--- src/rtl/sel_mux_pipe.sv ---
// sel_mux_pipe: N:1 field selector with registered output, skid buffer, flush and out-of-range select detection
module sel_mux_pipe #(
  parameter int WIDTH  = 5,
  parameter int NUM_IN = 2,
  parameter int SEL_W  = 1
) (
  input  logic                    clk,
  input  logic                    rst,
  input  logic [NUM_IN*WIDTH-1:0] in_data,
  input  logic [SEL_W-1:0]        in_sel,
  input  logic                    in_valid,
  output logic                    in_ready,
  input  logic                    flush,
  output logic [WIDTH-1:0]        out_data,
  output logic                    out_sel_err,
  output logic                    out_valid,
  input  logic                    out_ready,
  output logic                    err_sticky,
  input  logic                    err_clr
);
  localparam logic [SEL_W:0] NUM_IN_W = NUM_IN[SEL_W:0];
  logic [WIDTH-1:0] ins [2**SEL_W];
  logic [WIDTH-1:0] sel_data, out_data_q, out_data_d, skid_data_q, skid_data_d;
  logic sel_err, in_fire, load_out;
  logic out_err_q, out_err_d, out_valid_q, out_valid_d;
  logic skid_err_q, skid_err_d, skid_valid_q, skid_valid_d;
  logic err_sticky_q, err_sticky_d;
  for (genvar k = 0; k < 2**SEL_W; k++) begin : g_in
    if (k < NUM_IN) begin : g_real
      assign ins[k] = in_data[k*WIDTH +: WIDTH];
    end else begin : g_pad
      assign ins[k] = '0;
    end
  end
  assign sel_err  = !({1'b0, in_sel} < NUM_IN_W);
  assign sel_data = ins[in_sel];
  assign in_ready = !skid_valid_q && !rst;
  assign in_fire  = in_valid && in_ready;
  assign load_out = !out_valid_q || out_ready;
  always_comb begin
    out_valid_d  = flush ? 1'b0 : load_out ? (skid_valid_q || in_fire) : out_valid_q;
    out_data_d   = (flush || !load_out) ? out_data_q : skid_valid_q ? skid_data_q : in_fire ? sel_data : out_data_q;
    out_err_d    = (flush || !load_out) ? out_err_q : skid_valid_q ? skid_err_q : in_fire ? sel_err : out_err_q;
    skid_valid_d = (flush || load_out) ? 1'b0 : in_fire ? 1'b1 : skid_valid_q;
    skid_data_d  = (!flush && !load_out && in_fire) ? sel_data : skid_data_q;
    skid_err_d   = (!flush && !load_out && in_fire) ? sel_err : skid_err_q;
    err_sticky_d = (!flush && in_fire && sel_err) || (err_sticky_q && !err_clr);
  end
  always_ff @(posedge clk) begin
    if (rst) begin
      out_data_q   <= '0;
      out_err_q    <= 1'b0;
      out_valid_q  <= 1'b0;
      skid_data_q  <= '0;
      skid_err_q   <= 1'b0;
      skid_valid_q <= 1'b0;
      err_sticky_q <= 1'b0;
    end else begin
      out_data_q   <= out_data_d;
      out_err_q    <= out_err_d;
      out_valid_q  <= out_valid_d;
      skid_data_q  <= skid_data_d;
      skid_err_q   <= skid_err_d;
      skid_valid_q <= skid_valid_d;
      err_sticky_q <= err_sticky_d;
    end
  end
  assign out_data    = out_data_q;
  assign out_sel_err = out_err_q;
  assign out_valid   = out_valid_q;
  assign err_sticky  = err_sticky_q;
endmodule

--- config.mk ---
export PLATFORM = sky130hd
export DESIGN_NAME = sel_mux_pipe
export DESIGN_NICKNAME = d
export VERILOG_FILES = /design/src/rtl/sel_mux_pipe.sv
export SDC_FILE = /design/constraint.sdc
export NUM_CORES = 1
export LEC_CHECK = 0
export ABC_CLOCK_PERIOD_IN_PS = 3100
export CORE_MARGIN = 4
export CORE_UTILIZATION = 43
export CTS_BUF_LIST = sky130_fd_sc_hd__clkbuf_8 sky130_fd_sc_hd__clkbuf_16
export DETAILED_ROUTE_END_ITERATION = 10
export GPL_ROUTABILITY_DRIVEN = 0
export PLACE_DENSITY = 0.78
export SETUP_SLACK_MARGIN = 0.02
export SLEW_MARGIN = 30
export SYNTH_ARGS = -nofsm -noshare
export SYNTH_HDL_FRONTEND = slang
export SYNTH_SLANG_ARGS = --single-unit
--- constraint.sdc ---
create_clock -name clk -period 3.1 [get_ports clk]
set_clock_uncertainty 0.15 [all_clocks]
set_input_delay 0.62 -clock clk [delete_from_list [all_inputs] [get_ports clk]]
set_output_delay 0.62 -clock clk [all_outputs]
set_load 0.02 [all_outputs]
==> summary.txt <==
Status: completed
Final nets: 104
Register area share after synthesis: 42.54%
Die ar.: 2090 sq um
Via density: 5.149
Setup bufs post-CTS: 0
First-pass GRT wire length: 2.235 mm
PortBufs: 24
Required time of the worst setup path: 2.33 ns
Die Span X: 45.72 um
Clock root buffer: clkbuf_8
DRC Markers: 0
Drt wl/cell: 13.02 um
Setup_tns: 0 ns
Crit. End Element: output port
Fin cells: 101
Max Fanout on Critical Path: 2
1st-iter DRT viols: 10
Met3 usage: 5.929%
Antenna viol nets, final: 0
CP arrival: 1.74 ns
Overall power: 384.2 uW
# diodes: 0
Placed Instances: 97
Pwr dens: 439.3 nW/um^2
Slew @ Worst Pin: 0.6395 ns
Hold bufs inserted after CTS: 0
Clk slew on worst S/H paths: 0.05 ns
Busiest grt layer: met2
Largest net degree at the start of global routing: 15
Worst VDD drop: 0.1586 mV
Syn Nets: 80
Initial antenna violation count: 0
I/O Pins: 26
Die Ht: 45.72 um
Slew headroom: 57.28%
Final Hold Fails: 0
Path type of the worst min-delay path: reg2reg
Final hold slack: 0.3243 ns
Vias in the first global route: 534
Resized cells post-CTS: 0
Worst-skew pair later-pin latency: 0.24 ns
Via count: 520
Drt first pass iters: 4
FP Rows: 13
Remaining Overflow, GRT: 0
Pins Over Slew Limit: 0
Clock buffer depth: 2
CP startpoint kind: input pin
Unique masters post-synth: 22
Final worst path period need: 2.511 ns
Crit Path Category: in2out
Dpl hpwl: 1.020 mm
H-tree depth: 1
Final setup viols: 0
RSZ-0062 raised after global routing: false
Clock sink total: 13
Final WL: 1.315 mm
GR met1 Demand/Resource: 18.66%
Grt met2 use: 23.40%
Static Leak: 0.0003287 uW
Area delta synth->final: 42.94%
FMAX: 398.3 MHz
Starting Density: 46.44%
Final worst-path cycle share: 81.00%
Syn Inst Count: 63
Yosys synthesis warning count: 0
Mean Syn Cell Area: 9.712 sq um
Core area: 1318 sq um
Synth Register Bits: 13
Mapped Area: 611.8 sq um
CTS tree: done
Fraction of layout cells with a size suffix above 1: 8.140%
Max-Cap Viols: 0
Tot GR Track Use: 14.75%
Finished Core Util: 66.38%
Cts bufs inserted: 3
==> metal layers <==
layer,wire length [um],share of wire (%)
met1,620,47
met2,584,44
met3,110,8.4
met4,0,0
met5,0,0
==> cell families (layout without fill, tap and decap cells) <==
kind of cell    Yosys count  count (layout)  synth area share, %
compound gates           22              22                24.74
buf+inv                   7              30                8.589
mux                       5               5                8.180
simple gates             15              15                15.34
other cells               1               1               0.6129
flops                    13              13                42.54
==> Yosys cell counts <==
master / count / share of area [%]
a21boi_0: 1 / 1.2
a21oi_1: 5 / 4.1
a22o_1: 5 / 7.2
a311oi_1: 5 / 7.2
a31oi_1: 1 / 1.0
and2_2: 1 / 1.2
and3_1: 1 / 1.0
buf_4: 1 / 1.2
buf_6: 3 / 5.5
clkbuf_1: 2 / 1.2
conb_1: 1 / 0.61
dfxtp_1: 13 / 43
inv_1: 1 / 0.61
mux2i_1: 5 / 8.2
nand2_1: 5 / 3.1
nand2b_1: 1 / 1.0
nor2_1: 3 / 1.8
nor2b_1: 1 / 1.0
nor3b_1: 1 / 1.2
nor4b_4: 1 / 3.9
o21ai_0: 5 / 4.1
or2_2: 1 / 1.0
==> worst max-delay path: stages <==
cell and delay (ns):
clkdlybuf4s50_1 0.41, nor2_1 0.09, clkdlybuf4s50_1 0.61
==> state kept, by name (all words and copies together) (netlist names) <==
name          flops
out_data          5
err_sticky        1
skid_valid_q      1
skid_data_q       5
out_valid         1
==> layout by cell type, fill, tap and decap left out, drive strengths merged <==
master         netlist  layout
clkbuf               2       3
a21oi                5       5
dfxtp               13      13
conb                 1       1
a31oi                1       1
a21boi               1       1
o21ai                5       5
nor3b                1       1
or2                  1       1
nor2                 3       3
nand2b               1       1
buf                  4       1
nand2                5       5
nor2b                1       1
mux2i                5       5
a311oi               5       5
inv                  1       2
nor4b                1       1
a22o                 5       5
and3                 1       1
clkdlybuf4s50        0      24
and2                 1       1
==> final cells by class <==
class | instances | area, sq um
Tap cell | 15 | 18.77
Fill cell | 115 | 442.9
Clock inverter | 1 | 3.754
Timing Repair Buffer | 25 | 247.7
Clock buffer | 3 | 41.29
Multi-Input combinational cell | 43 | 299.0
Inverter | 1 | 3.754
Sequential cell | 13 | 260.3
==> where the power goes <==
group | switching (uW) | internal (uW)
Sequential | 2.71 | 172
Clock | 58.5 | 87.2
Combinational | 27.5 | 36.3
==> worst paths after layout <==
kind                                           startpoint                          end  slack [ns]  cells after the start
worst min register to register      err_sticky$_SDFF_PP0_        err_sticky$_SDFF_PP0_        0.32                      1
worst max register to register  skid_valid_q$_SDFFE_PP0P_  skid_data_q[3]$_SDFFE_PP0P_        1.45                      3
worst max-delay path                                  rst                     in_ready        0.59                      3
worst min-delay path                err_sticky$_SDFF_PP0_        err_sticky$_SDFF_PP0_        0.32                      1
==> stage by stage <==
| step | setup WS (ns) | area, sq um |
|---|---|---|
| global placement | 0.5782 | 829.5 |
| detailed placement | 0.5893 | 829.5 |
| CTS | 0.5770 | 874.6 |
| floorplan | 1.306 | 611.8 |
| finish | 0.5891 | 874.6 |
| global route | 0.5188 | 874.6 |
(Power assumes the default switching activity.)
